$ cat src/rtl/pipeline_ctrl_pkg.sv
// Shared definitions for the ALU pipeline issue controller: instruction
// field positions, the NOP encoding, and scoreboard entry helpers.
package pipeline_ctrl_pkg;

  localparam int INSTR_W     = 32;
  localparam int REG_W       = 5;

  localparam int ALUOP_HI    = 31;
  localparam int ALUOP_LO    = 29;
  localparam int DATASRC_BIT = 28;
  localparam int WE_BIT      = 27;
  localparam int RD_HI       = 25;
  localparam int RD_LO       = 21;
  localparam int RS1_HI      = 20;
  localparam int RS1_LO      = 16;
  localparam int RS2_HI      = 15;
  localparam int RS2_LO      = 11;
  localparam int IMM_HI      = 15;
  localparam int IMM_LO      = 0;

  localparam logic [INSTR_W-1:0] NOP = 32'h0000_0000;

  // One in-flight destination tracked by the hazard window.
  typedef struct packed {
    logic             we;
    logic [REG_W-1:0] rd;
  } sb_entry_t;

  // Destination record for an instruction leaving on instr_out.
  function automatic sb_entry_t sb_from_instr(input logic [INSTR_W-1:0] instr);
    sb_entry_t e;
    e.we = instr[WE_BIT];
    e.rd = instr[RD_HI:RD_LO];
    return e;
  endfunction

  // True when instr reads register r (rs2 only counts for register operands).
  function automatic logic reads_reg(input logic [INSTR_W-1:0] instr,
                                     input logic [REG_W-1:0]   r);
    return (instr[RS1_HI:RS1_LO] == r) ||
           (!instr[DATASRC_BIT] && (instr[RS2_HI:RS2_LO] == r));
  endfunction

endpackage

$ cat src/rtl/pipeline_issue_ctrl_instr_fifo.sv
// Parameterised synchronous FIFO; occupancy counter separates full from empty.
module instr_fifo #(
  parameter int DEPTH = 4,
  parameter int WIDTH = 32
) (
  input  logic             clk,
  input  logic             rst,
  input  logic             push,
  input  logic             pop,
  input  logic [WIDTH-1:0] din,
  output logic             full,
  output logic             empty,
  output logic [WIDTH-1:0] head
);

  localparam int AW = (DEPTH > 1) ? $clog2(DEPTH) : 1;

  logic [WIDTH-1:0] r_mem [DEPTH];
  logic [AW-1:0]    r_wr_ptr;
  logic [AW-1:0]    r_rd_ptr;
  logic [AW:0]      r_count;
  logic             w_do_push;
  logic             w_do_pop;

  assign full      = (r_count == (AW+1)'(DEPTH));
  assign empty     = (r_count == '0);
  assign head      = r_mem[r_rd_ptr];
  assign w_do_push = push & ~full;
  assign w_do_pop  = pop & ~empty;

  // Storage and pointer/occupancy update; pointers wrap naturally (power-of-two depth).
  always_ff @(posedge clk or posedge rst) begin
    if (rst) begin
      for (int i = 0; i < DEPTH; i++) begin
        r_mem[i] <= '0;
      end
      r_wr_ptr <= '0;
      r_rd_ptr <= '0;
      r_count  <= '0;
    end else begin
      if (w_do_push) begin
        r_mem[r_wr_ptr] <= din;
        r_wr_ptr        <= r_wr_ptr + AW'(1);
      end else begin
        r_wr_ptr        <= r_wr_ptr;
      end
      if (w_do_pop) begin
        r_rd_ptr <= r_rd_ptr + AW'(1);
      end else begin
        r_rd_ptr <= r_rd_ptr;
      end
      case ({w_do_push, w_do_pop})
        2'b10:   r_count <= r_count + (AW+1)'(1);
        2'b01:   r_count <= r_count - (AW+1)'(1);
        default: r_count <= r_count;
      endcase
    end
  end

endmodule

$ cat src/rtl/pipeline_issue_ctrl.sv
// Issue controller for the 3-stage ALU pipeline: buffers instructions and
// inserts NOP bubbles while a source register has a write still in flight.
module pipeline_issue_ctrl
  import pipeline_ctrl_pkg::*;
#(
  parameter int FIFO_DEPTH   = 4,
  parameter int HAZARD_DEPTH = 3
) (
  input  logic               clk,
  input  logic               rst,
  input  logic               in_valid,
  output logic               in_ready,
  input  logic [INSTR_W-1:0] in_instr,
  output logic [INSTR_W-1:0] instr_out,
  output logic               issue_valid,
  output logic               stall,
  output logic               busy,
  output logic [15:0]        stall_count
);

  logic               w_full;
  logic               w_empty;
  logic [INSTR_W-1:0] w_head;
  logic               w_hazard;
  logic               w_sb_any;
  logic               w_issue;
  logic               w_bubble;

  logic [INSTR_W-1:0] r_instr_out;
  logic               r_issue_valid;
  logic               r_stall;
  logic [15:0]        r_stall_count;
  sb_entry_t          r_sb [HAZARD_DEPTH];

  instr_fifo #(
    .DEPTH (FIFO_DEPTH),
    .WIDTH (INSTR_W)
  ) u_fifo (
    .clk   (clk),
    .rst   (rst),
    .push  (in_valid),
    .pop   (w_issue),
    .din   (in_instr),
    .full  (w_full),
    .empty (w_empty),
    .head  (w_head)
  );

  // Hazard check of the FIFO head against the window and the instruction on instr_out.
  always_comb begin
    w_hazard = 1'b0;
    w_sb_any = 1'b0;
    for (int i = 0; i < HAZARD_DEPTH; i++) begin
      w_hazard = w_hazard | (r_sb[i].we & reads_reg(w_head, r_sb[i].rd));
      w_sb_any = w_sb_any | r_sb[i].we;
    end
    w_hazard = w_hazard |
               (r_issue_valid & r_instr_out[WE_BIT] &
                reads_reg(w_head, r_instr_out[RD_HI:RD_LO]));
  end

  assign w_issue  = ~w_empty & ~w_hazard;
  assign w_bubble = ~w_empty & w_hazard;

  // Issue registers, saturating bubble counter and the shifting hazard window.
  always_ff @(posedge clk or posedge rst) begin
    if (rst) begin
      r_instr_out   <= NOP;
      r_issue_valid <= 1'b0;
      r_stall       <= 1'b0;
      r_stall_count <= 16'h0000;
      for (int i = 0; i < HAZARD_DEPTH; i++) begin
        r_sb[i] <= '0;
      end
    end else begin
      if (w_issue) begin
        r_instr_out   <= w_head;
        r_issue_valid <= 1'b1;
        r_sb[0]       <= sb_from_instr(w_head);
      end else begin
        r_instr_out   <= NOP;
        r_issue_valid <= 1'b0;
        r_sb[0]       <= '0;
      end
      r_stall <= w_bubble;
      if (w_bubble && (r_stall_count != 16'hFFFF)) begin
        r_stall_count <= r_stall_count + 16'd1;
      end else begin
        r_stall_count <= r_stall_count;
      end
      for (int i = 1; i < HAZARD_DEPTH; i++) begin
        r_sb[i] <= r_sb[i-1];
      end
    end
  end

  assign in_ready    = ~w_full;
  assign instr_out   = r_instr_out;
  assign issue_valid = r_issue_valid;
  assign stall       = r_stall;
  assign stall_count = r_stall_count;
  assign busy        = ~w_empty | w_sb_any;

endmodule

$ cat config.mk
export PLATFORM = sky130hd
export DESIGN_NAME = pipeline_issue_ctrl
export DESIGN_NICKNAME = d
export VERILOG_FILES = /design/src/rtl/pipeline_ctrl_pkg.sv /design/src/rtl/pipeline_issue_ctrl_instr_fifo.sv /design/src/rtl/pipeline_issue_ctrl.sv
export SDC_FILE = /design/constraint.sdc
export NUM_CORES = 1
export LEC_CHECK = 0
export BUFFER_PORTS_ARGS = -buffer_cell sky130_fd_sc_hd__buf_2
export CORE_UTILIZATION = 63
export DETAILED_ROUTE_END_ITERATION = 12
export GPL_ROUTABILITY_DRIVEN = 0
export PLACE_DENSITY_LB_ADDON = 0.08
export SYNTH_ARGS = -nofsm -noshare
export SYNTH_HDL_FRONTEND = slang
export SYNTH_SLANG_ARGS = --single-unit
$ cat constraint.sdc
create_clock -name clk -period 10.85 [get_ports clk]
set_input_delay 0.5425 -clock clk [delete_from_list [all_inputs] [get_ports clk]]
set_output_delay 0.5425 -clock clk [all_outputs]
set_load 0.02 [all_outputs]
Word-level counts from Yosys, hierarchy flattened

Cells that the tools add are included.

Multiply operators: 0
Bitwise logic cells: 20
Shift-type cells: 0
Div/mod/pow operators: 0
Muxes and demuxes: 10
Order comparisons: 3
Reductions and logical operators: 13
Add/sub/neg operators: 5
Eq/ne operators: 12

Operators by type and width:

| operator                                                                      | number |
|---|---|
| 128-bit bitwise mux                                                           | 1 |
| 32-bit 2-to-1 mux                                                             | 4 |
| 32-bit binary-select mux with 2-bit select                                    | 1 |
| 32-bit demux with 2-bit select                                                | 1 |
| 5-bit == test                                                                 | 8 |
| 16-bit by 1-bit adder with 16-bit output (second input constant)              | 1 |
| 16-bit != test (second input constant)                                        | 1 |
| 1-bit AND                                                                     | 9 |
| 3-bit >= comparator (second input constant)                                   | 2 |
| 1-bit logical AND                                                             | 6 |
| 6-bit 2-to-1 mux                                                              | 1 |
| 2-bit inverter with 3-bit output                                              | 2 |
| 1-bit OR                                                                      | 6 |
| 3-bit case mux with 2 select lines                                            | 1 |
| 2-bit by 1-bit adder with 2-bit output (second input constant)                | 2 |
| 1-bit logical OR                                                              | 4 |
| 3-bit by 1-bit adder with 3-bit output (second input constant)                | 1 |
| 3-bit == test (second input constant)                                         | 1 |
| 3-bit zero test                                                               | 1 |
| 3-bit by 1-bit less-than comparator with 1-bit output (second input constant) | 1 |
| 1-bit inverter                                                                | 3 |
| 3-bit by 1-bit subtractor with 3-bit output (second input constant)           | 1 |
| 2-bit by 1-bit == test with 1-bit output (second input constant)              | 1 |
| 2-bit == test (second input constant)                                         | 1 |
| other kinds (3)                                                               | 3 |

RAM bits: 0
Output and inout bits: 52
Flip-flop bits (word level): 203
Word-level logic and storage cells: 80
Input port bits: 35
Bits in latches: 0
Memories kept: 0
Memory bits (read-only): 0

Logic depth before layout (Yosys ltp)

Depth after elaboration: 16
Depth in mapped cells: 17

By module

A second synthesis with hierarchy kept.

Cell total of the unflattened synthesis: 560
Area total of the unflattened synthesis: 8638.3 um2

Modules (own cells, without submodules):

| module              | cells each | area each (um2) | instances |
|---|---|---|---|
| instr_fifo          | 349        | 5967.0          | 1 |
| pipeline_issue_ctrl | 211        | 2671.3          | 1 |

Worst setup path after synthesis

OpenSTA, ideal clock, no wires.

Path type: reg2reg
From: reg u_fifo.r_rd_ptr[1]
To: reg u_fifo.r_count[1]
Stages on the path, launching flop included: 14
Path buffers: 3
Setup time: 125 ps
Path slack: 7483 ps
Arrival: 3243 ps
Data required time: 10725 ps
Cells stage by stage: dfrtp_1 > buf_6 > buf_6 > mux4_2 > xor2_1 > nor4b_1 > a211o_1 > a2111oi_4 > buf_2 > nand2_1 > inv_1 > ha_1 > fa_1 > mux2_2

Cells in the longest elaborated chain, start to end: 16
Elaborated cells between the ends (all ways): 35
Classes of those cells: eq/ne: 10; mux: 4; bitwise: 11; reduce/logical: 10

RTL lines:

| item                                                                             | RTL line                             | RTL |
|---|---|---|
| start: declaration                                                               | pipeline_issue_ctrl_instr_fifo.sv:20 | `logic [AW-1:0] r_rd_ptr;` |
| start signal: assignment                                                         | pipeline_issue_ctrl_instr_fifo.sv:48 | `r_rd_ptr <= r_rd_ptr + AW'(1);` |
| start signal: assignment                                                         | pipeline_issue_ctrl_instr_fifo.sv:50 | `r_rd_ptr <= r_rd_ptr;` |
| 2-bit inverter with 3-bit output (implied by the code) *                         | pipeline_issue_ctrl_instr_fifo.sv:27 | `assign head = r_mem[r_rd_ptr];` |
| 32-bit binary-select mux with 2-bit select *                                     | pipeline_issue_ctrl_instr_fifo.sv:27 |  |
| 32-bit 2-to-1 mux (implied by the code) * (2 in series)                          | pipeline_issue_ctrl_instr_fifo.sv:27 |  |
| 5-bit == test / 1-bit zero test (equally long branches)                          | pipeline_ctrl_pkg.sv:41              | `(!instr[DATASRC_BIT] && (instr[RS2_HI:RS2_LO] == r));` |
| 1-bit logical AND                                                                | pipeline_ctrl_pkg.sv:41              |  |
| 1-bit logical OR                                                                 | pipeline_ctrl_pkg.sv:40              | `return (instr[RS1_HI:RS1_LO] == r) \|\|` |
| 1-bit AND                                                                        | pipeline_issue_ctrl.sv:54            | `w_hazard = w_hazard \| (r_sb[i].we & reads_reg(w_head, r_sb[i].rd));` |
| 1-bit OR (2 in series)                                                           | pipeline_issue_ctrl.sv:54            |  |
| 1-bit OR *                                                                       | pipeline_issue_ctrl.sv:57            | `w_hazard = w_hazard \|` |
| 1-bit inverter *                                                                 | pipeline_issue_ctrl.sv:62            | `assign w_issue = ~w_empty & ~w_hazard;` |
| 1-bit AND *                                                                      | pipeline_issue_ctrl.sv:62            |  |
| net u_fifo.pop                                                                   | pipeline_issue_ctrl_instr_fifo.sv:9  | `input logic pop,` |
| 1-bit AND *                                                                      | pipeline_issue_ctrl_instr_fifo.sv:29 | `assign w_do_pop = pop & ~empty;` |
| 2-bit by 1-bit == test with 1-bit output / 2-bit == test (equally long branches) | pipeline_issue_ctrl_instr_fifo.sv:52 | `case ({w_do_push, w_do_pop})` |
| 3-bit case mux with 2 select lines / 2-bit nonzero test (equally long branches)  | -                                    |  |
| end signal: assignment                                                           | pipeline_issue_ctrl_instr_fifo.sv:53 | `2'b10: r_count <= r_count + (AW+1)'(1);` |
| end signal: assignment                                                           | pipeline_issue_ctrl_instr_fifo.sv:54 | `2'b01: r_count <= r_count - (AW+1)'(1);` |
| end signal: assignment                                                           | pipeline_issue_ctrl_instr_fifo.sv:55 | `default: r_count <= r_count;` |
| end: declaration                                                                 | pipeline_issue_ctrl_instr_fifo.sv:21 | `logic [AW:0] r_count;` |

The timed path passes the listed nets; every way through them passes the cells marked *. The select of a mux whose other input is x is not followed.
A chain may end at the register's enable or synchronous reset.

Worst setup path in the final report

Ends and elaborated chain as after synthesis.

==> qor.yml <==
finish:
  final_cell_area_um2: 9800
  diodes: 0
  final_nets: 696
  syn_to_final_growth_pct: 13.3
  fin_util_pct: 73.7
  drive_gt1_share_pct: 44.1
  fill_cells: 859
logic_synthesis:
  synthTopCellsByArea: "dfrtp_1 (57%), mux2_2 (17%), mux4_2 (7.8%)"
  syn-num-nets: 624
  ys_top_cells_by_count: "dfrtp_1 (197), mux2_2 (129), and3_1 (38), mux4_2 (30), xor2_1 (28)"
  synth_warnings: 0
  syn_area_per_cell_um2: 14.9
  synth_flop_cell: "dfrtp_1"
  synth_cells: 582
  synth_seq_cells: 197
  synth.most_common_cell: "dfrtp_1"
  synth-edff-count: 0
  syn_area_um2: 8650
  seq_area_frac_synth_pct: 57.0
  synth_top_area_cell: "dfrtp_1"
  synth_top_area_share_pct: 57.0
  synth_cell_type_count: 34
  synthArstFlopShare_pct: 100
clock_tree:
  cts_tree: "done"
  post_cts_resized: 0
  clkLatencyLatePin_ns: 0.43
  cts_hold_buf: 0
  clock_sink_count: 197
  cts_setup_buffers: 0
  clockBufferDepth: 2
  clk_pin_slew_ns: 0.07
  cts_buffers: 17
  cts_max_level: 4
  root_buffer: "clkbuf_16"
power_and_ir_drop:
  seq_power_share_pct: 39.1
  p_leak_uw: 0.00450
  intPower_uw: 2270
  peakVddDrop_uv: 181
  clkPwrFrac_pct: 19.5
  p_switching_uw: 1200
  power_density_nw_per_um2: 355
  p_comb_share_pct: 41.4
  sw_frac_of_total_pct: 34.6
die:
  dieArea_um2: 14200
  die_y_um: 119
  start_util_pct: 65.0
  io_pins: 87
  core_area_um2: 13300
  die_w_um: 119
  rows: 42
sta:
  setup_ws_ns: 6.72
  finClkSkew_ns: 0.00558
  fin_tns_setup_ns: 0
  maxSlewViolCount: 0
  hold_viol: 0
  worst_slew_pin_slew_ns: 1.02
  rsz0062_at_grt: "false"
  min_period_ns: 4.13
  fmaxAchievable_ghz: 0.242
  timing.slew.headroom_pct: 31.7
  period_share_pct: 38.1
  final-setup-viol-count: 0
detailed_routing:
  drc: 0
  dr.pass1.iters: 4
  post_drt_wl_per_cell_um: 20.7
  vias: 5056
  viasPerCell: 6.00
  antenna_left: 0
  drt-initial-drc-count: 280
  drt-total-wl_mm: 17.4
placed_design:
  dp_hpwl_mm: 10.8
  preCtsSetupSlack_ns: 6.71
  placed_area_um2: 9150
  io_buffer_count: 86
critical_path:
  crit_arrival_ns: 4.44
  path_class: "reg -> reg"
  critPathMaxStageDelay_ns: 0.75
  path_max_fanout: 24
  crit_family: "multiplexers"
  startpoint_type: "register"
  r2r_start: "u_fifo.r_rd_ptr[1]"
  cp.required_ns: 11.16
  crit_chain: "buf_4, mux4_2, xnor2_1, nand4_1, nor4b_1, a211o_1, a2111oi_4, nand2_1, inv_1, ha_1, fa_1, mux2_2"
  cp_slowest_cell: "dfrtp_2"
  crit_path_end_kind: "register"
  worstSetupStartpoint: "u_fifo.r_rd_ptr[1]"
  path_buf_inv: 2
global_routing:
  grt_max_degree: 126
  grt_overflow: 0
  antenna_found_initial: 0
  grt_pass1_vias: 5398
  grt_first_pass_wirelength_mm: 28.9
  grt_usage_pct: 27.1
flow_run:
  maxCapViolations: 0
run_status:
  outcome: "finished, final reports clean"
hold_path:
  hold_path.class: "in -> async"
[flip-flops by register name, summed over array words and instances (netlist names)]
register         flops
u_fifo.r_mem       128
r_sb                16
u_fifo.r_wr_ptr      2
stall_count         16
issue_valid          1
stall                1
u_fifo.r_count       3
instr_out           28
u_fifo.r_rd_ptr      2
[power by group through the flow]
stage	clock network [uW]	registers, uW	logic [uW]
5_1_grt	715	1400	1550
3_5_place_dp	0	1370	1430
4_1_cts	686	1360	1450
2_1_floorplan	0	1320	1120
3_3_place_gp	0	1350	1380
6_report	677	1360	1440
[layout by cell type (no fill, tap or decap), types with 2 or more instances in the layout]
master	synthesis	final
mux2i_1	12	12
buf_4	7	5
nor4b_1	3	3
mux2_2	129	129
clkinvlp_4	0	5
nor3_1	10	10
nand2_1	16	13
or4_1	3	3
nor2_1	7	7
clkinv_2	0	2
inv_1	6	5
dfrtp_2	0	2
nand4_1	4	4
nand2_2	0	3
nor4_1	2	2
nand3_1	11	11
buf_2	4	86
dfrtp_1	197	195
nor4_2	4	4
ha_1	6	6
clkbuf_16	0	17
and3_1	38	38
mux4_2	30	30
xor2_1	28	28
bufinv_16	0	5
xnor2_1	27	27
and2_1	2	2
[path summary, 6_finish.rpt]
kind	to	slack [ns]	cells after the start
worst max-delay path	u_fifo.r_count[1]	6.72	12
worst min-delay path	u_fifo.r_wr_ptr[1]	0.26	2
worst max register to register	u_fifo.r_count[1]	6.72	12
worst min register to register	r_sb[1]	0.45	0
max in group asynchronous	r_sb[12]	9.10	3
min in group clk	u_fifo.r_mem[111]	0.38	2
[metrics by stage]
step	std cells	power [uW]	hold slack, ns
final	842	3480	0.258
after global routing	842	3670	0.356
after CTS	842	3490	0.319
after detailed placement	811	2800	0.440
after global placement	811	2740	0.433
after floorplan	582	2440	0.405
[logic make-up (layout without fill, tap and decap cells)]
family	Yosys count	after routing	share of synthesized area [%]
flops	197	197	57.0
mux	173	173	26.3
simple gates	102	102	6.89
xor+xnor	55	55	5.57
buf+inv	44	128	2.56
fa+ha+maj	7	7	1.10
compound gates	4	4	0.564
[worst register-to-register path, stage by stage (launching register included)]
cell	delay (ns)
dfrtp_2	0.75
buf_4	0.50
mux4_2	0.67
xnor2_1	0.16
nand4_1	0.10
nor4b_1	0.06
a211o_1	0.26
a2111oi_4	0.36
nand2_1	0.16
inv_1	0.11
ha_1	0.20
fa_1	0.42
mux2_2	0.27
[cell type report]
type	instances	area (um^2)	area share [%]
inverters	6	30.0	0.306
clock inverters	13	206	2.11
clock buffers	18	439	4.48
multi-input cells	341	3500	35.8
well taps	176	220	2.25
flip-flops and latches	197	4930	50.3
repair buffers	91	468	4.78
[per-layer routing]
| metal | vias to the layer above | track usage, % | share of wire [%] |
|---|---|---|---|
| met2 | 131 | 42.3 | 49 |
| met4 | 0 | 8.39 | 1.8 |
| met3 | 26 | 5.84 | 4.5 |
| met5 | - | 0 | 0 |
| met1 | 2663 | 38.6 | 45 |
| li1 | 2236 | - | - |
(Power assumes the default switching activity.)
